--- src/rtl/mmio_pkg.sv ---
// mmio_pkg: shared decode constants for the mmio_hub peripheral hub.
// Region codes live in addr[31:20]; register words are selected by addr[4:2].
package mmio_pkg;

    typedef logic [11:0] region_t;

    localparam region_t RegionSw     = 12'h001;
    localparam region_t RegionLed    = 12'h002;
    localparam region_t RegionHex    = 12'h003;
    localparam region_t RegionTimer  = 12'h004;
    localparam region_t RegionKbd    = 12'h005;
    localparam region_t RegionStatus = 12'h00F;

    // STATUS bit positions
    localparam int unsigned StInvRead  = 0;
    localparam int unsigned StInvWrite = 1;
    localparam int unsigned StKbdOvf   = 2;
    localparam int unsigned StOccLsb   = 8;

    // Timer i uses word 2i for its count and word 2i+1 for its divisor
    localparam int unsigned TimerCountWord = 0;
    localparam int unsigned TimerDivWord   = 1;
    // A 3-bit word index reaches at most four count/divisor pairs
    localparam int unsigned TimerSlots     = 4;

    typedef enum logic [2:0] {
        TgtNone,
        TgtSw,
        TgtLed,
        TgtHex,
        TgtTimer,
        TgtKbd,
        TgtStatus
    } target_e;

    // Reset divisor for timer idx: max(1, clk_hz / 1000^idx), computed by repeated division
    // so large idx never overflows.
    function automatic logic [31:0] reset_divisor(input int unsigned clk_hz,
                                                  input int unsigned idx);
        int unsigned d;
        d = clk_hz;
        for (int unsigned k = 0; k < idx; k++) begin
            d = d / 1000;
        end
        return (d == 0) ? 32'd1 : d;
    endfunction

endpackage

--- src/rtl/kbd_fifo.sv ---
// kbd_fifo: byte FIFO for keyboard input, power-of-two depth.
// Used by mmio_hub only when MMIO_KBD_FIFO_EN is defined. A push into a full FIFO is
// accepted only when a pop happens in the same cycle.
module kbd_fifo #(
    parameter int unsigned Depth = 8,
    localparam int unsigned AddrW = $clog2(Depth)
) (
    input  logic             clk_i,
    input  logic             rst_i,
    input  logic             push_i,
    input  logic             pop_i,
    input  logic [7:0]       wdata_i,
    output logic [7:0]       rdata_o,
    output logic             full_o,
    output logic             empty_o,
    output logic [AddrW:0]   count_o
);

    logic [7:0]       mem_q [Depth];
    logic [AddrW-1:0] wr_ptr_q, wr_ptr_d;
    logic [AddrW-1:0] rd_ptr_q, rd_ptr_d;
    logic [AddrW:0]   cnt_q, cnt_d;
    logic             do_push, do_pop;

    assign full_o  = (cnt_q == (AddrW + 1)'(Depth));
    assign empty_o = (cnt_q == '0);
    assign count_o = cnt_q;
    assign rdata_o = mem_q[rd_ptr_q];

    assign do_push = push_i && (!full_o || pop_i);
    assign do_pop  = pop_i && !empty_o;

    // Pointer and occupancy next-state
    always_comb begin
        wr_ptr_d = wr_ptr_q;
        rd_ptr_d = rd_ptr_q;
        cnt_d    = cnt_q;
        if (do_push) wr_ptr_d = wr_ptr_q + AddrW'(1);
        if (do_pop)  rd_ptr_d = rd_ptr_q + AddrW'(1);
        if (do_push && !do_pop) cnt_d = cnt_q + (AddrW + 1)'(1);
        if (do_pop && !do_push) cnt_d = cnt_q - (AddrW + 1)'(1);
    end

    // Pointer and occupancy registers
    always_ff @(posedge clk_i) begin
        if (rst_i) begin
            wr_ptr_q <= '0;
            rd_ptr_q <= '0;
            cnt_q    <= '0;
        end else begin
            wr_ptr_q <= wr_ptr_d;
            rd_ptr_q <= rd_ptr_d;
            cnt_q    <= cnt_d;
        end
    end

    // Storage; contents need no reset since occupancy guards every read
    always_ff @(posedge clk_i) begin
        if (do_push) mem_q[wr_ptr_q] <= wdata_i;
    end

endmodule

--- src/rtl/mmio_hub.sv ---
// mmio_hub: memory-mapped hub for switches, LEDs, 7-segment digits, timers, keyboard and a
// sticky status register, with a registered one-cycle read path.
// Build option MMIO_KBD_FIFO_EN: keyboard bytes go through a pop-on-read FIFO with overflow
// and occupancy reporting; otherwise KBD reads return the last byte received.
// Only timers 0..3 are addressable because the word index is addr[4:2].
module mmio_hub
    import mmio_pkg::*;
#(
    parameter int unsigned CLK_HZ     = 1000000,
    parameter int unsigned NUM_TIMERS = 3,
    parameter int unsigned GPIO_W     = 16,
    parameter int unsigned KBD_DEPTH  = 8
) (
    input  logic              clock,
    input  logic              reset,
    input  logic [31:0]       addr,
    input  logic [31:0]       wdata,
    input  logic              we,
    input  logic              re,
    output logic [31:0]       rdata,
    output logic              rvalid,
    input  logic [GPIO_W-1:0] sw,
    output logic [GPIO_W-1:0] led,
    output logic [31:0]       hex,
    input  logic [7:0]        kbd_ascii,
    input  logic              kbd_valid
);

    localparam int unsigned TimerWords = 2 * NUM_TIMERS;

    region_t           region;
    logic [2:0]        word_idx;
    target_e           tgt;
    logic              inv_rd, inv_wr;
    logic [GPIO_W-1:0] led_q;
    logic [31:0]       hex_q;
    logic [2:0]        st_q, st_d, st_set, st_clr;
    logic [31:0]       rd_val, rdata_q;
    logic              rvalid_q;
    logic [31:0]       cnt_all [TimerSlots];
    logic [31:0]       div_all [TimerSlots];
    logic [31:0]       kbd_rd_val;
    logic [3:0]        kbd_occ;
    logic              kbd_ovf;
    logic              unused_addr;

    assign region      = addr[31:20];
    assign word_idx    = addr[4:2];
    assign unused_addr = ^{addr[19:5], addr[1:0]};

    // Region decode; timer words past the last built timer count as unmapped
    always_comb begin
        tgt = TgtNone;
        case (region)
            RegionSw:     tgt = TgtSw;
            RegionLed:    tgt = TgtLed;
            RegionHex:    tgt = TgtHex;
            RegionTimer:  tgt = (32'(word_idx) < TimerWords) ? TgtTimer : TgtNone;
            RegionKbd:    tgt = TgtKbd;
            RegionStatus: tgt = TgtStatus;
            default:      tgt = TgtNone;
        endcase
    end

    assign inv_rd = re && (tgt == TgtNone);
    // SW and KBD are read-only, so writes there are reported like unmapped writes
    assign inv_wr = we && ((tgt == TgtNone) || (tgt == TgtSw) || (tgt == TgtKbd));

    // LED and HEX output registers
    always_ff @(posedge clock) begin
        if (reset) begin
            led_q <= '0;
            hex_q <= '0;
        end else if (we) begin
            if (tgt == TgtLed) led_q <= wdata[GPIO_W-1:0];
            if (tgt == TgtHex) hex_q <= wdata;
        end
    end

    for (genvar i = 0; i < TimerSlots; i++) begin : g_timer
        if (i < NUM_TIMERS) begin : g_on
            logic [31:0] cnt_q, cnt_d, div_q, div_d, pre_q, pre_d;
            logic        cnt_wr, div_wr, tick;

            assign cnt_wr = we && (tgt == TgtTimer) && (word_idx == 3'(2 * i + TimerCountWord));
            assign div_wr = we && (tgt == TgtTimer) && (word_idx == 3'(2 * i + TimerDivWord));
            // A divisor write restarts the prescaler, so it never ticks on that cycle
            assign tick   = !div_wr && (div_q != '0) && (pre_q == div_q - 32'd1);

            // Prescaler/count next-state; a count write beats a same-cycle tick
            always_comb begin
                div_d = div_q;
                pre_d = pre_q;
                cnt_d = cnt_q;
                if (div_wr) begin
                    div_d = wdata;
                    pre_d = '0;
                end else if (tick || (div_q == '0)) begin
                    pre_d = '0;
                end else begin
                    pre_d = pre_q + 32'd1;
                end
                if (cnt_wr)    cnt_d = wdata;
                else if (tick) cnt_d = cnt_q + 32'd1;
            end

            // Timer state registers
            always_ff @(posedge clock) begin
                if (reset) begin
                    cnt_q <= '0;
                    pre_q <= '0;
                    div_q <= reset_divisor(CLK_HZ, i);
                end else begin
                    cnt_q <= cnt_d;
                    pre_q <= pre_d;
                    div_q <= div_d;
                end
            end

            assign cnt_all[i] = cnt_q;
            assign div_all[i] = div_q;
        end else begin : g_off
            assign cnt_all[i] = '0;
            assign div_all[i] = '0;
        end
    end

`ifdef MMIO_KBD_FIFO_EN
    logic                       fifo_full, fifo_empty, kbd_pop;
    logic [7:0]                 fifo_head;
    logic [$clog2(KBD_DEPTH):0] fifo_count;

    // Pop only on a KBD read that finds data; an empty read leaves a same-cycle push intact
    assign kbd_pop    = re && (tgt == TgtKbd) && !fifo_empty;
    assign kbd_ovf    = kbd_valid && fifo_full && !kbd_pop;
    assign kbd_rd_val = fifo_empty ? 32'h0 : {23'b0, 1'b1, fifo_head};
    assign kbd_occ    = 4'(fifo_count);

    kbd_fifo #(
        .Depth (KBD_DEPTH)
    ) u_kbd_fifo (
        .clk_i   (clock),
        .rst_i   (reset),
        .push_i  (kbd_valid),
        .pop_i   (kbd_pop),
        .wdata_i (kbd_ascii),
        .rdata_o (fifo_head),
        .full_o  (fifo_full),
        .empty_o (fifo_empty),
        .count_o (fifo_count)
    );
`else
    logic [7:0] kbd_byte_q;
    logic [7:0] unused_kbd_depth;

    assign unused_kbd_depth = 8'(KBD_DEPTH);
    assign kbd_ovf          = 1'b0;
    assign kbd_occ          = '0;
    assign kbd_rd_val       = {24'b0, kbd_byte_q};

    // Last keyboard byte received
    always_ff @(posedge clock) begin
        if (reset)          kbd_byte_q <= '0;
        else if (kbd_valid) kbd_byte_q <= kbd_ascii;
    end
`endif

    // Sticky status: W1C on bits[2:0], a same-cycle set overrides the clear
    always_comb begin
        st_set             = '0;
        st_set[StInvRead]  = inv_rd;
        st_set[StInvWrite] = inv_wr;
        st_set[StKbdOvf]   = kbd_ovf;
        st_clr             = (we && (tgt == TgtStatus)) ? wdata[2:0] : 3'b0;
        st_d               = (st_q & ~st_clr) | st_set;
    end

    // Status register
    always_ff @(posedge clock) begin
        if (reset) st_q <= '0;
        else       st_q <= st_d;
    end

    // Read mux over pre-write state, so a same-cycle write is not visible
    always_comb begin
        rd_val = '0;
        case (tgt)
            TgtSw:     rd_val = 32'(sw);
            TgtLed:    rd_val = 32'(led_q);
            TgtHex:    rd_val = hex_q;
            TgtTimer:  rd_val = word_idx[0] ? div_all[word_idx[2:1]] : cnt_all[word_idx[2:1]];
            TgtKbd:    rd_val = kbd_rd_val;
            TgtStatus: rd_val = 32'(st_q) | (32'(kbd_occ) << StOccLsb);
            default:   rd_val = '0;
        endcase
    end

    // Registered read response; rdata holds between reads
    always_ff @(posedge clock) begin
        if (reset) begin
            rdata_q  <= '0;
            rvalid_q <= 1'b0;
        end else begin
            rvalid_q <= re;
            if (re) rdata_q <= rd_val;
        end
    end

    assign rdata  = rdata_q;
    assign rvalid = rvalid_q;
    assign led    = led_q;
    assign hex    = hex_q;

endmodule
--- config.mk ---
export PLATFORM = sky130hd
export DESIGN_NAME = mmio_hub
export DESIGN_NICKNAME = d
export VERILOG_FILES = /design/src/rtl/mmio_pkg.sv /design/src/rtl/kbd_fifo.sv /design/src/rtl/mmio_hub.sv
export SDC_FILE = /design/constraint.sdc
export NUM_CORES = 1
export LEC_CHECK = 0
export ABC_CLOCK_PERIOD_IN_PS = 6690
export CAP_MARGIN = 20
export CELL_PAD_IN_SITES_DETAIL_PLACEMENT = 2
export CELL_PAD_IN_SITES_GLOBAL_PLACEMENT = 2
export CORE_MARGIN = 5
export CORE_UTILIZATION = 38
export CTS_CLUSTER_DIAMETER = 30
export DETAILED_ROUTE_END_ITERATION = 12
export PLACE_DENSITY = 0.83
export SKIP_CTS_REPAIR_TIMING = 1
export SLEW_MARGIN = 15
export SYNTH_ARGS = -nofsm -noshare
export SYNTH_HDL_FRONTEND = slang
export SYNTH_HIERARCHICAL = 1
export SYNTH_SLANG_ARGS = --single-unit
--- constraint.sdc ---
create_clock -name clock -period 6.69 [get_ports clock]
set_input_delay 2.007 -clock clock [delete_from_list [all_inputs] [get_ports clock]]
set_output_delay 2.007 -clock clock [all_outputs]
set_load 0.05 [all_outputs]
# ---- Word level (Yosys, flattened, before mapping)
# Cells that the tools add are included.
dict set report classes {
  bitwise_logic 4
  n_eq_ne 20
  reduce_logical 40
  add_sub_neg 9
  magnitude_cmp 2
  n_mux 17
}
# cell count
set ops {}
lappend ops {{2-to-1 mux 32 bit} 11}
lappend ops {{adder 32 x 1 -> 32 bit, second input constant} 6}
lappend ops {{one-hot mux 32 bit (6 select lines)} 1}
lappend ops {{binary-select mux 32 bit (select 2 bit)} 2}
lappend ops {{== test 32 bit} 3}
lappend ops {{zero test 32 bit} 3}
lappend ops {{nonzero test 32 bit} 3}
lappend ops {{subtractor 32 x 1 -> 32 bit, second input constant} 3}
lappend ops {{== test 12 x 2 -> 1 bit, second input constant} 2}
lappend ops {{== test 12 x 3 -> 1 bit, second input constant} 2}
lappend ops {{one-hot mux 3 bit (6 select lines)} 1}
lappend ops {{logical AND 1 bit} 16}
lappend ops {{== test 3 bit, second input constant} 5}
lappend ops {{== test 12 x 1 -> 1 bit, second input constant} 1}
lappend ops {{== test 12 x 4 -> 1 bit, second input constant} 1}
lappend ops {{== test 3 x 2 -> 1 bit, second input constant} 4}
lappend ops {{OR reduction 3 bit} 3}
lappend ops {{== test 3 x 1 -> 1 bit, second input constant} 2}
lappend ops {{zero test 3 bit} 2}
lappend ops {{2-to-1 mux 3 bit} 2}
lappend ops {{nonzero test 2 bit} 3}
lappend ops {{logical OR 1 bit} 5}
lappend ops {{AND reduction 2 bit} 2}
lappend ops {{bitwise AND 3 bit} 1}
lappend ops {{6 further kinds} 8}
dict set report word_totals {
  register_bits 380
  in_bits 93
}

# ---- Logic depth before layout (Yosys ltp)
# Gate-level depths: netlist of run 1.
dict set report depth {
  word_depth 11
  ltp_mapped 13
}

# ---- Least setup slack after synthesis of run 1
# OpenSTA, ideal clock, no wires.
dict set report synth_timing {
  path_kind {input -> register}
  start {in addr[29]}
  end {reg led_q[10], in the netlist led[10]}
  path_stages 10
  setup_slack_ps 1964
  t_arrival_ps 4656
  required_ps 6620
  path_buffers 3
  cell_sequence {or4_1 > or2_0 > or4_1 > clkbuf_1 > nor2_1 > and2_1 > clkbuf_1 > clkbuf_1 > nand2_1 > a21oi_1}
}
dict set report synth_between {
  elab_chain_cells 4
}
# item line
set synth_rtl {}
lappend synth_rtl {{start: declaration} mmio_hub.sv:16} ;# input logic [31:0] addr,
lappend synth_rtl {{== test 12 x 4 -> 1 bit, or another cell as far along} mmio_hub.sv:54} ;# case (region)
lappend synth_rtl {{one-hot mux 3 bit (6 select lines) (*)} mmio_hub.sv:54}
lappend synth_rtl {{== test 3 x 2 -> 1 bit (*)} mmio_hub.sv:75} ;# if (tgt == TgtLed) led_q <= wdata[GPIO_W-1:0];
lappend synth_rtl {{AND reduction 2 bit (no source line) (*)} -}
lappend synth_rtl {{end signal: assignment} mmio_hub.sv:75}
lappend synth_rtl {{end: declaration} mmio_hub.sv:35} ;# logic [GPIO_W-1:0] led_q;
# Mark *: on every way between the ends. The rest lies on a longest branch, timed or not.
# A chain may end at the register's enable or synchronous reset.

# ---- Final worst setup path of run 1
dict set report layout_timing {
  start {in addr[29]}
  end {reg led_q[3], in the netlist led[3]}
}
# The elaborated chain is that of the path after synthesis.

==> results of run 1 <==
[worst max-delay path: stages]
cell,delay (ns)
sky130_fd_sc_hd__clkdlybuf4s50_1,0.40
sky130_fd_sc_hd__or4_1,0.61
sky130_fd_sc_hd__or2_0,0.43
sky130_fd_sc_hd__or4_1,0.74
sky130_fd_sc_hd__nor2_1,0.78
sky130_fd_sc_hd__and2_1,0.73
sky130_fd_sc_hd__nand2_1,0.20
sky130_fd_sc_hd__a21oi_1,0.25
[metrics by stage]
step | total power [W] | instances | area [um^2]
6_report | 0.00846 | 3810 | 28300
5_1_grt | 0.00860 | 3809 | 28300
4_1_cts | 0.00846 | 3808 | 28300
3_5_place_dp | 0.00267 | 3613 | 24300
3_3_place_gp | 0.00266 | 3613 | 24300
2_1_floorplan | 0.00250 | 2870 | 22300
[layout by cell type (no fill, tap or decap), drive strengths merged, types with 98 or more instances in the layout]
master,count
a21oi,197
nand2,388
nand3,98
dfxtp,380
nor4,113
nor3,101
clkdlybuf4s50,151
nor2,309
xnor2,194
clkbuf,141
[Yosys cell counts (8+ instances only)]
master	n	area share (%)
sky130_fd_sc_hd__a211o_1	9	0.35
sky130_fd_sc_hd__dfxtp_1	380	34
sky130_fd_sc_hd__nor2b_1	8	0.22
sky130_fd_sc_hd__o22ai_1	42	1.2
sky130_fd_sc_hd__nor2_1	309	5.2
sky130_fd_sc_hd__or2_2	10	0.28
sky130_fd_sc_hd__and2_1	18	0.51
sky130_fd_sc_hd__nand3b_1	16	0.54
sky130_fd_sc_hd__nor4b_1	9	0.35
sky130_fd_sc_hd__mux2_2	28	1.4
sky130_fd_sc_hd__nand4_1	64	1.8
sky130_fd_sc_hd__xnor2_1	194	7.6
sky130_fd_sc_hd__inv_1	38	0.64
sky130_fd_sc_hd__o211ai_1	10	0.34
sky130_fd_sc_hd__mux2i_1	72	3.2
sky130_fd_sc_hd__nand2b_1	12	0.34
sky130_fd_sc_hd__buf_2	9	0.20
sky130_fd_sc_hd__a221oi_1	28	1.1
sky130_fd_sc_hd__nand3_1	98	2.2
sky130_fd_sc_hd__a31oi_1	11	0.31
sky130_fd_sc_hd__nand2_1	388	6.5
sky130_fd_sc_hd__nor3_1	99	2.2
sky130_fd_sc_hd__buf_1	19	0.32
sky130_fd_sc_hd__or3_1	27	0.76
sky130_fd_sc_hd__xor2_1	90	3.5
sky130_fd_sc_hd__nor4_2	21	1.2
sky130_fd_sc_hd__a21oi_1	197	4.4
sky130_fd_sc_hd__and4_1	20	0.79
sky130_fd_sc_hd__clkbuf_1	190	3.2
sky130_fd_sc_hd__nor4_1	91	2.6
sky130_fd_sc_hd__buf_4	15	0.51
sky130_fd_sc_hd__or4_1	22	0.74
sky130_fd_sc_hd__o21ai_0	31	0.70
sky130_fd_sc_hd__a22oi_1	51	1.7
sky130_fd_sc_hd__and3_1	67	1.9
sky130_fd_sc_hd__ha_1	9	0.51
sky130_fd_sc_hd__a211oi_1	85	2.9
[cells by family (layout without fill, tap and decap cells)]
group / after synthesis / in the layout / synth area share [%]
AND/OR/NAND/NOR: 1308 / 1308 / 29.3
AO/OA/AOI/OAI: 510 / 510 / 14.9
flip-flops: 380 / 380 / 34.1
XOR/XNOR: 284 / 284 / 11.2
buffers and inverters: 275 / 448 / 4.97
multiplexers: 104 / 104 / 5.05
adder cells (fa/ha/maj): 9 / 9 / 0.505
other: 0 / 2 / 0
[layout make-up]
cell class	instances	area (um^2)
Antenna cell	2	5.00
Clock buffer	141	3010
Clock inverter	54	958
Fill cell	6230	29600
Inverter	41	154
Multi-Input combinational cell	2215	13600
Sequential cell	380	7610
Tap cell	765	957
Timing Repair Buffer	212	1980
[worst min path at each step]
stage,slack [ns],endpoint,startpoint
6_report,0.45,st_q[2],st_q[2]
5_1_grt,0.48,st_q[2],st_q[2]
4_1_cts,0.45,st_q[2],st_q[2]
3_5_place_dp,0.46,st_q[2],st_q[2]
3_3_place_gp,0.43,st_q[2],st_q[2]
2_1_floorplan,0.41,st_q[2],st_q[2]
[sequential cells by signal, summed over array words and instances (netlist names)]
| register | cells |
|---|---|
| g_timer.g_on.cnt_q | 96 |
| g_timer.g_on.div_q | 96 |
| g_timer.g_on.pre_q | 96 |
| hex | 32 |
| rdata | 32 |
| led | 16 |
| kbd_byte_q | 8 |
| st_q | 3 |
| rvalid | 1 |
[layer usage]
| layer | vias to the layer above | track usage (%) | wire length (um) |
|---|---|---|---|
| met2 | 1340 | 63.6 | 59200 |
| li1 | 10500 | - | - |
| met5 | - | 0 | 32 |
| met3 | 556 | 7.46 | 9030 |
| met1 | 12800 | 43.9 | 47100 |
| met4 | 4 | 24.0 | 9710 |
[power by group through the flow]
stage / Sequential [W] / Combinational, W / Clock (W)
global placement: 0.00235 / 0.000310 / 0
CTS: 0.00231 / 0.000336 / 0.00582
floorplan: 0.00236 / 0.000138 / 0
global route: 0.00231 / 0.000351 / 0.00594
detailed placement: 0.00235 / 0.000319 / 0
finish: 0.00231 / 0.000349 / 0.00580
==> PnR_summary.wiki, run 1 <==
{| class="wikitable"
! Metric !! Value
|-
| Status || completed
|-
| Number of cells on the worst reg-to-reg path || 11
|-
| Sum of routed wire length over all layers || 125000 um
|-
| DRT antenna net count || 0
|-
| Internal Power || ~0.0065 W
|-
| Clock tree from TritonCTS || built
|-
| Post-route core utilization || between 40% and 50%
|-
| Number of clock sinks || 380
|-
| Detail-routed net length per standard cell || 32.8 um
|-
| Worst R2R Setup Slack || 1.57 ns
|-
| CP Data Arrival Time || 6.16 ns
|-
| Worst setup endpoint || led[3]
|-
| Max Slew Vio Count || 0
|-
| Setup repair after global routing missed its margin || false
|-
| Routed via count divided by cell count || 6.61
|-
| Post-synthesis sequential area ratio || approximately 34%
|-
| Critical path data required time || between 7 and 8 ns
|-
| Pre-CTS setup slack || 0.891 ns
|-
| Routability-driven placement congestion ratio || 0.918
|-
| First-pass GRT wire length || 185000 um
|-
| Worst Hold Path Cells || 2
|-
| Clk pin slew, worst setup/hold paths || 0.05 ns
|-
| First element of the critical path || addr[29]
|-
| Post-synth EDFFs || 0
|-
| Die Footprint || between 60000 and 70000 um^2
|-
| Detail Placement HPWL || 75000 um
|-
| Power share of the sequential group || 27.3%
|-
| Total congestion overflow after global routing || 0
|-
| Floorplan row count || 88
|-
| Global routing usage summed across all routing layers || 37.7%
|-
| Final hold violation count || 0
|-
| Crit path capture type || flop
|-
| I/O Buffers || 156
|-
| Final setup violating endpoints || 0
|-
| Clock latency reported for the late side of the worst-skew pair || ~0.68 ns
|-
| Class of the most critical setup path || primary input to flop
|-
| Static leakage || 9.69 nW
|-
| Top flip-flop cell by instance count after synthesis || sky130_fd_sc_hd__dfxtp_1
|-
| Vias in the first global route || 27700
|-
| Type of element launching the critical path || primary input
|-
| CTS buffer count || 105
|-
| Portion of total power attributed to combinational logic || 4.1%
|-
| Starting density of the core || slightly below 40%
|-
| Endpoint of the worst-slack reg-to-reg timing path || g_timer[2].g_on.cnt_q[22]
|-
| Number of antenna violations at the first check in global routing || 3
|-
| Maximum capacitance violations || 0
|-
| Die Span X || approximately 250 um
|-
| Warnings from Yosys || 6
|-
| Setup WS post-layout || 1.10 ns
|-
| Ratio of final minimum period to clock period || between 80% and 90%
|-
| Top achievable clock speed || 0.179 GHz
|-
| Slew at the pin with the worst max-slew slack || 1.12 ns
|-
| Critical Path Fanout Max || 16
|-
| Final Critical Period || 5.59 ns
|-
| Worst slew slack as a fraction of its limit || 25.6%
|-
| Asr flop ratio synth || 0%
|-
| Skew final || between 0.03 and 0.04 ns
|-
| Smallest hold slack || 0.452 ns
|-
| Routed vias || 25200
|-
| Net Sw Power || 0.00198 W
|-
| Maximum number of pins on one net before global-route repair || 63
|-
| Number of nets produced by synthesis || 2972
|-
| Setup Total Neg Slack || 0 ns
|-
| P&R area growth vs syn || 26.9%
|-
| I/O pin total || 174
|-
| Core box area || 57900 um^2
|-
| Fraction of layout cells with a size suffix above 1 || a little over a tenth
|-
| Maximum root-to-sink buffer count || 3
|-
| Clk network pwr share || 68.6%
|-
| Number of nets in the final layout || around 3100
|-
| Count of cell types in the netlist || 75
|-
| Hold Path Class || flop to flop
|-
| Post-Syn Area || 22300 um^2
|-
| Power per Cell Area || 299 nW/um^2
|-
| Mapped Cells || 2870
|-
| Total number of H-tree levels || 3
|-
| First-pass DRT Iterations || 5
|-
| DRC viols || 0
|-
| Maximum VDD drop || ~0.29 mV
|-
| Die extent in y || 252 um
|-
| CTS root buf || sky130_fd_sc_hd__clkbuf_16
|-
| Switching portion of total power || between 20% and 30%
|-
| Reg2reg start || g_timer[2].g_on.div_q[0]
|-
| Number of flip-flops and latches in the synthesized netlist || 380
|-
| First DRT Iteration DRCs || between 2000 and 2500
|-
| Post-synthesis average cell area || 7.76 um^2
|}
(Power assumes the default switching activity.)
==> run 2: changes to the inputs <==
--- a/config.mk
+++ b/config.mk
@@ -5,15 +5,15 @@
 export SDC_FILE = /design/constraint.sdc
 export NUM_CORES = 1
 export LEC_CHECK = 0
-export ABC_CLOCK_PERIOD_IN_PS = 6690
+export ABC_CLOCK_PERIOD_IN_PS = 4900
 export CAP_MARGIN = 20
 export CELL_PAD_IN_SITES_DETAIL_PLACEMENT = 2
 export CELL_PAD_IN_SITES_GLOBAL_PLACEMENT = 2
 export CORE_MARGIN = 5
-export CORE_UTILIZATION = 38
+export CORE_UTILIZATION = 32
 export CTS_CLUSTER_DIAMETER = 30
 export DETAILED_ROUTE_END_ITERATION = 12
-export PLACE_DENSITY = 0.83
+export PLACE_DENSITY = 0.74
 export SKIP_CTS_REPAIR_TIMING = 1
 export SLEW_MARGIN = 15
 export SYNTH_ARGS = -nofsm -noshare
==> constraint.sdc (replaced) <==
create_clock -name clock -period 4.9 [get_ports clock]
set_input_delay 1.47 -clock clock [delete_from_list [all_inputs] [get_ports clock]]
set_output_delay 1.47 -clock clock [all_outputs]
set_load 0.05 [all_outputs]
==> run 2 against run 1 <==
  * Non-clock buffer count up 27
  * Highest routed layer unchanged
  * Clock power up 40%
  * First-iteration DRC count down 39%
  * Via count down 5.9%
  * Largest power group unchanged
  * Largest cell class unchanged
  * Final area up 2.6%
  * Critical path depth up 2
  * Worst setup slack worse by 0.64 ns
==> PnR_summary.wiki, run 2 (same netlist as run 1, synthesis figures left out) <==
{| class="wikitable"
! Metric !! Value
|-
| Status || completed
|-
| Hold Path Class || flop to flop
|-
| Largest regs || g_timer.g_on.cnt_q x96, g_timer.g_on.div_q x96, g_timer.g_on.pre_q x96
|-
| Final setup violating endpoints || 0
|-
| Clk pin slew, worst setup/hold paths || 0.04 ns
|-
| First DRT Iteration DRCs || 1479
|-
| CTS root buf || sky130_fd_sc_hd__clkbuf_16
|-
| Skew final || roughly 0.033 ns
|-
| Worst slew slack as a fraction of its limit || 27.1%
|-
| Number of cells on the worst reg-to-reg path || 10
|-
| Standard cell area after detailed placement || 24800 um^2
|-
| Worst Hold Path Cells || 2
|-
| Type of element launching the critical path || flop
|-
| Maximum number of pins on one net before global-route repair || 78
|-
| I/O Buffers || 156
|-
| Maximum capacitance violations || 0
|-
| Post-route core utilization || 42.2%
|-
| Routed vias || 23700
|-
| CTS buffer count || around 110
|-
| Setup WS post-layout || 0.463 ns
|-
| Die Footprint || 75000 um^2
|-
| Static leakage || 9.99 nW
|-
| Die Span X || between 200 and 300 um
|-
| Maximum root-to-sink buffer count || 3
|-
| Detail-routed net length per standard cell || 27.6 um
|-
| DRT antenna net count || 0
|-
| CP Data Arrival Time || 4.95 ns
|-
| Fraction of layout cells with a size suffix above 1 || 11.9%
|-
| Critical Path Fanout Max || 32
|-
| Routed via count divided by cell count || 5.90
|-
| Number of antenna violations at the first check in global routing || 6
|-
| ANT cells || 0
|-
| I/O pin total || around 170
|-
| Setup repair after global routing missed its margin || false
|-
| Vias in the first global route || 25600
|-
| Hold Path Sink || st_q[2]
|-
| Pre-CTS setup slack || 0.243 ns
|-
| Top achievable clock speed || between 0.2 and 0.25 GHz
|-
| Critical path data required time || around 5.4 ns
|-
| Number of clock sinks || 380
|-
| Total congestion overflow after global routing || 0
|-
| Power per Cell Area || around 400 nW/um^2
|-
| Final Critical Period || about 4.4 ns
|-
| Class of the most critical setup path || flop to flop
|-
| Number of nets in the final layout || 3090
|-
| First-pass DRT Iterations || 7
|-
| Cell area after layout || between 20000 and 30000 um^2
|-
| Hold path start || st_q[2]
|-
| Max Slew Vio Count || 0
|-
| Highest-count cells in the layout ignoring fill and taps || sky130_fd_sc_hd__nand2_1 (388), sky130_fd_sc_hd__dfxtp_1 (380), sky130_fd_sc_hd__nor2_1 (307), sky130_fd_sc_hd__a21oi_1 (196), sky130_fd_sc_hd__xnor2_1 (194)
|-
| Total number of H-tree levels || 3
|-
| Tot Pwr || 0.0117 W
|-
| Setup Total Neg Slack || 0 ns
|-
| Clock tree from TritonCTS || built
|-
| Routability-driven placement congestion ratio || 0.921
|-
| First-pass GRT wire length || about 160000 um
|-
| Sum of routed wire length over all layers || 111000 um
|-
| P&R area growth vs syn || 30.2%
|-
| Final hold violation count || 0
|-
| Starting density of the core || 32.4%
|-
| Core box area || 68800 um^2
|-
| Global routing usage summed across all routing layers || 28.5%
|-
| Slew at the pin with the worst max-slew slack || 1.09 ns
|-
| Crit path capture type || flop
|-
| DRC viols || 0
|-
| Floorplan row count || 96
|-
| Maximum VDD drop || 0.284 mV
|-
| Detail Placement HPWL || 77400 um
|-
| Die extent in y || 274 um
|-
| Reg2reg start || g_timer[2].g_on.div_q[0]
|-
| Clock latency reported for the late side of the worst-skew pair || 0.68 ns
|-
| Worst R2R Setup Slack || 0.46 ns
|-
| Endpoint of the worst-slack reg-to-reg timing path || g_timer[2].g_on.pre_q[27]
|-
| Ratio of final minimum period to clock period || between 90 and 100%
|-
| Most common cell after layout, fill and taps aside || sky130_fd_sc_hd__nand2_1
|}
[run 2: power by group]
part	switching [W]	total [W]	leakage, nW	internal (W)
sequential	0.0000246	0.00315	3.07	0.00313
clock	0.00226	0.00810	2.06	0.00585
combinational	0.000320	0.000461	4.87	0.000141
total	0.00260	0.0117	9.99	0.00912
[run 2: layout make-up]
class | instances | area (um^2)
fill | 7592 | 39800
sequential | 380 | 7610
inverter | 41 | 154
clock buffer | 149 | 3170
tap | 931 | 1160
clock inverter | 60 | 1030
multi-input combinational | 2215 | 13600
timing repair buffer | 239 | 2270
[run 2: worst max-delay path, cell delays in order (launching register included)]
cell	delay, ns
sky130_fd_sc_hd__dfxtp_1	0.45
sky130_fd_sc_hd__or4_1	0.77
sky130_fd_sc_hd__nor4_1	0.67
sky130_fd_sc_hd__mux2i_1	0.28
sky130_fd_sc_hd__mux2i_1	0.09
sky130_fd_sc_hd__o21ai_0	0.50
sky130_fd_sc_hd__nand3_1	0.58
sky130_fd_sc_hd__nor3_1	0.33
sky130_fd_sc_hd__or3_1	0.16
sky130_fd_sc_hd__buf_4	0.34
sky130_fd_sc_hd__nor2_1	0.11
[run 2: how the worst max path moves through the flow]
stage | to | startpoint
2_1_floorplan | led[13] | addr[29]
3_3_place_gp | g_timer[2].g_on.cnt_q[0] | addr[29]
3_5_place_dp | g_timer[2].g_on.cnt_q[1] | addr[29]
4_1_cts | g_timer[2].g_on.pre_q[27] | g_timer[2].g_on.div_q[0]
5_1_grt | g_timer[2].g_on.cnt_q[15] | g_timer[2].g_on.div_q[0]
6_report | g_timer[2].g_on.pre_q[27] | g_timer[2].g_on.div_q[0]
[run 2: per-layer routing]
layer	track usage (%)	wire length (um)	vias to the layer above
li1	-	-	10500
met5	0	46	-
met2	48.4	53600	700
met3	5.01	5840	286
met4	13.4	5640	6
met1	35.1	45700	12200
[run 2: through the flow]
| step | hold slack, ns | std cells |
|---|---|---|
| after floorplan | 0.408 | 2870 |
| after CTS | 0.448 | 4015 |
| after detailed placement | 0.430 | 3806 |
| final | 0.451 | 4015 |
| after global routing | 0.485 | 4015 |
| after global placement | 0.418 | 3806 |
==> run 3: changes to the inputs <==
--- a/config.mk
+++ b/config.mk
@@ -5,12 +5,13 @@
 export SDC_FILE = /design/constraint.sdc
 export NUM_CORES = 1
 export LEC_CHECK = 0
+export ABC_AREA = 1
 export ABC_CLOCK_PERIOD_IN_PS = 4900
 export CAP_MARGIN = 20
 export CELL_PAD_IN_SITES_DETAIL_PLACEMENT = 2
 export CELL_PAD_IN_SITES_GLOBAL_PLACEMENT = 2
 export CORE_MARGIN = 5
-export CORE_UTILIZATION = 32
+export CORE_UTILIZATION = 29
 export CTS_CLUSTER_DIAMETER = 30
 export DETAILED_ROUTE_END_ITERATION = 12
 export PLACE_DENSITY = 0.74
==> run 3 against run 2 <==
  * Clock power rose by 9.8%
  * Worst hold slack improved by 0.012 ns
  * Flip-flop and latch count did not move
  * Wire length rose by 25%
  * Sequential share of layout area fell by 3.2 points
  * Sequential power barely moved
  * Critical endpoint is now g_timer[0].g_on.cnt_q[8]
  * Highest routed layer unchanged
==> PnR_summary.wiki, run 3 <==
{| class="wikitable"
! Metric !! Value
|-
| Top-count cell post-synth || sky130_fd_sc_hd__nand2_1
|-
| Cell repeated most along the worst path || sky130_fd_sc_hd__nor2_1
|-
| Proportion of netlist area held by the largest area contributor || between 20% and 30%
|-
| Total number of H-tree levels || 4
|-
| Pre-CTS setup slack || 0.293 ns
|-
| Post-Syn Area || 25600 um^2
|-
| Routed length on met2 || 62800 um
|-
| Internal Power || 0.00945 W
|-
| Clock tree from TritonCTS || built
|-
| Detail Placement HPWL || approximately 100000 um
|-
| Maximum VDD drop || around 0.33 mV
|-
| Series of cell instances along the critical path || clkdlybuf4s50_1 > nor2_1 > nand2_1 > nor2_2 > inv_1 > nor2_1 > nand2_2 > nor2_8 > nand3_2 > o21ai_0 > inv_1 > nand3_4 > nand2_4 > nor2_1 > nor2_1 > nor2_1
|-
| Fill cells || 10600
|-
| First-pass DRT Iterations || 5
|-
| Number of clock sinks || 380
|-
| Setup WS post-layout || between 0.9 and 1 ns
|-
| Mapped Cells || 4211
|-
| Worst slew slack as a fraction of its limit || 16.5%
|-
| Uppermost metal layer occupied by signal nets || met5
|-
| Worst R2R Setup Slack || 1.14 ns
|-
| Critical path data required time || ~5.5 ns
|-
| Flip-flop and latch area || about 7600 um^2
|-
| Portion of total power attributed to combinational logic || 3.8%
|-
| Number of antenna violations at the first check in global routing || 18
|-
| Hold Path Class || flop to flop
|-
| Total congestion overflow after global routing || 0
|-
| Multi-input logic area || around 15000 um^2
|-
| Maximum capacitance violations || 0
|-
| Cell type of the slowest stage on the worst timing path || sky130_fd_sc_hd__clkdlybuf4s50_1
|-
| Global routing usage summed across all routing layers || 28.6%
|-
| Top flip-flop cell by instance count after synthesis || sky130_fd_sc_hd__dfxtp_1
|-
| Number of flip-flops and latches in the synthesized netlist || between 300 and 400
|-
| Starting density of the core || 29.3%
|-
| Routed vias || 30400
|-
| Setup repair after global routing missed its margin || false
|-
| Core box area || 87200 um^2
|-
| Standard cell area after detailed placement || 28300 um^2
|-
| Asr flop ratio synth || 0%
|-
| Worst path top cell family by delay || simple AND/OR/NAND/NOR gates
|-
| Slew at the pin with the worst max-slew slack || 1.25 ns
|-
| Net Sw Power || 0.00305 W
|-
| Cells taking the most area after synthesis || sky130_fd_sc_hd__dfxtp_1 (30%), sky130_fd_sc_hd__nand2_1 (15%), sky130_fd_sc_hd__nor2_1 (9.7%)
|-
| Delay of the slowest cell on the worst path || 0.42 ns
|-
| M1 wire length || 60200 um
|-
| Detail-routed net length per standard cell || 24.5 um
|-
| CP Data Arrival Time || 4.61 ns
|-
| Number of nets produced by synthesis || about 4300
|-
| Post-synthesis average cell area || 6.07 um^2
|-
| Top achievable clock speed || 0.252 GHz
|-
| CTS buffer count || roughly 130
|-
| Fraction of layout cells with a size suffix above 1 || 8.57%
|-
| First-pass GRT wire length || 206000 um
|-
| Routed via count divided by cell count || ~5.4
|-
| Max Slew Vio Count || 0
|-
| Final Critical Period || just under 4 ns
|-
| Cell accounting for the most synthesized area || sky130_fd_sc_hd__dfxtp_1
|-
| CTS root buf || sky130_fd_sc_hd__clkbuf_16
|-
| Static leakage || 13.8 nW
|-
| Floorplan row count || about 110
|-
| Clock latency reported for the late side of the worst-skew pair || 0.74 ns
|-
| Maximum number of pins on one net before global-route repair || 71
|-
| Most common cell after layout, fill and taps aside || sky130_fd_sc_hd__nand2_1
|-
| Cell area after layout || ~33000 um^2
|-
| Clk network pwr share || between 70 and 80%
|-
| Post-synth EDFFs || 0
|-
| Die Span X || 307 um
|-
| I/O pin total || ~170
|-
| Post-synthesis sequential area ratio || approximately 30%
|-
| DRC viols || 0
|-
| P&R area growth vs syn || 29.4%
|-
| Maximum root-to-sink buffer count || 3
|-
| Number of nets in the final layout || 4491
|-
| Vias in the first global route || 32100
|-
| Ratio of final minimum period to clock period || between 80% and 90%
|-
| Skew final || 0.0370 ns
|-
| Sum of routed wire length over all layers || around 140000 um
|-
| Largest regs || g_timer.g_on.cnt_q x96, g_timer.g_on.div_q x96, g_timer.g_on.pre_q x96
|-
| Type of element launching the critical path || primary input
|-
| Critical Path Fanout Max || 33
|-
| Status || completed
|-
| Power share of the sequential group || around 25%
|-
| First DRT Iteration DRCs || 1876
|-
| Power per Cell Area || 378 nW/um^2
|-
| DRT antenna net count || 0
|-
| Die Footprint || 94200 um^2
|-
| Crit path capture type || flop
|-
| Final hold violation count || 0
|-
| Top cells by count, synth || sky130_fd_sc_hd__nand2_1 (994), sky130_fd_sc_hd__nor2_1 (661), sky130_fd_sc_hd__inv_1 (510)
|-
| Switching portion of total power || between 20% and 30%
|-
| Met3 wirelength from detailed routing || roughly 9400 um
|-
| I/O Buffers || 156
|-
| Warnings from Yosys || 6
|-
| Count of cell types in the netlist || 55
|-
| Worst path bufs/invs || 3
|-
| Routability-driven placement congestion ratio || slightly above 0.9
|-
| Class of the most critical setup path || primary input to flop
|-
| Highest-count cells in the layout ignoring fill and taps || sky130_fd_sc_hd__nand2_1 (993), sky130_fd_sc_hd__nor2_1 (659), sky130_fd_sc_hd__inv_1 (509), sky130_fd_sc_hd__dfxtp_1 (380), sky130_fd_sc_hd__o21ai_0 (290)
|-
| Die extent in y || a little over 300 um
|-
| Setup Total Neg Slack || 0 ns
|-
| Final setup violating endpoints || 0
|-
| Clk pin slew, worst setup/hold paths || 0.04 ns
|}
-- run 3: cell count changes after synthesis, moves of 82 or more --
cell / before / now
sky130_fd_sc_hd__a211oi_1: 85 / 3
sky130_fd_sc_hd__nand2_1: 388 / 994
sky130_fd_sc_hd__inv_1: 38 / 510
sky130_fd_sc_hd__nor2_1: 309 / 661
sky130_fd_sc_hd__a21oi_1: 197 / 289
sky130_fd_sc_hd__xnor2_1: 194 / 42
sky130_fd_sc_hd__o21ai_0: 31 / 290
sky130_fd_sc_hd__nand3_1: 98 / 232
-- run 3: final cells by class --
class                   instances  share of cell area [%]
multi-input cells            3134                    46.0
clock inverters                57                    2.80
well taps                    1155                    4.37
diodes                          5                  0.0378
repair buffers                218                    6.20
flip-flops and latches        380                    23.0
clock buffers                 180                    11.6
inverters                     524                    5.96
-- run 3: logic make-up (layout without fill, tap and decap cells) --
family                   Yosys count  in the layout  synth area share, %
flip-flops                       380            380                 29.8
XOR/XNOR                         163            163                 5.75
AND/OR/NAND/NOR                 2252           2252                 38.3
buffers and inverters            697            979                 10.7
adder cells (fa/ha/maj)            9              9                0.441
other                              0              5                    0
AO/OA/AOI/OAI                    710            710                 15.0
-- run 3: final timing paths --
check | startpoint | end | cells past startpoint
min reg2reg | kbd_byte_q[7] | kbd_byte_q[7] | 2
max reg2reg | g_timer[1].g_on.div_q[5] | g_timer[1].g_on.cnt_q[9] | 16
max | addr[27] | g_timer[0].g_on.cnt_q[8] | 16
min | kbd_byte_q[7] | kbd_byte_q[7] | 2
-- run 3: worst register-to-register path, delay by kind of cell (launching register included) --
kind                   cells  cell delay (ns)
flip-flops                 1             0.38
AND/OR/NAND/NOR           15             3.16
buffers and inverters      1             0.08
-- run 3: metal layers --
layer,vias to the layer above,global-route usage (%)
li1,14000,-
met1,15200,36.5
met2,895,46.7
met3,266,6.50
met4,6,12.0
met5,-,0
-- run 3: per-stage QoR --
stage / instances / util, % / hold WS, ns / power, W
2_1_floorplan: 4211 / - / 0.429 / 0.00336
3_3_place_gp: 5411 / 32.5 / 0.438 / 0.00364
3_5_place_dp: 5411 / 32.5 / 0.453 / 0.00365
4_1_cts: 5648 / 37.9 / 0.462 / 0.0126
5_1_grt: 5648 / 37.9 / 0.488 / 0.0128
6_report: 5653 / 37.9 / 0.463 / 0.0125
-- run 3: power by group through the flow --
stage / Combinational [W] / Sequential, W / Clock (W)
3_3_place_gp: 0.000460 / 0.00318 / 0
5_1_grt: 0.000497 / 0.00313 / 0.00919
4_1_cts: 0.000472 / 0.00313 / 0.00900
2_1_floorplan: 0.000171 / 0.00319 / 0
6_report: 0.000481 / 0.00313 / 0.00889
3_5_place_dp: 0.000466 / 0.00319 / 0
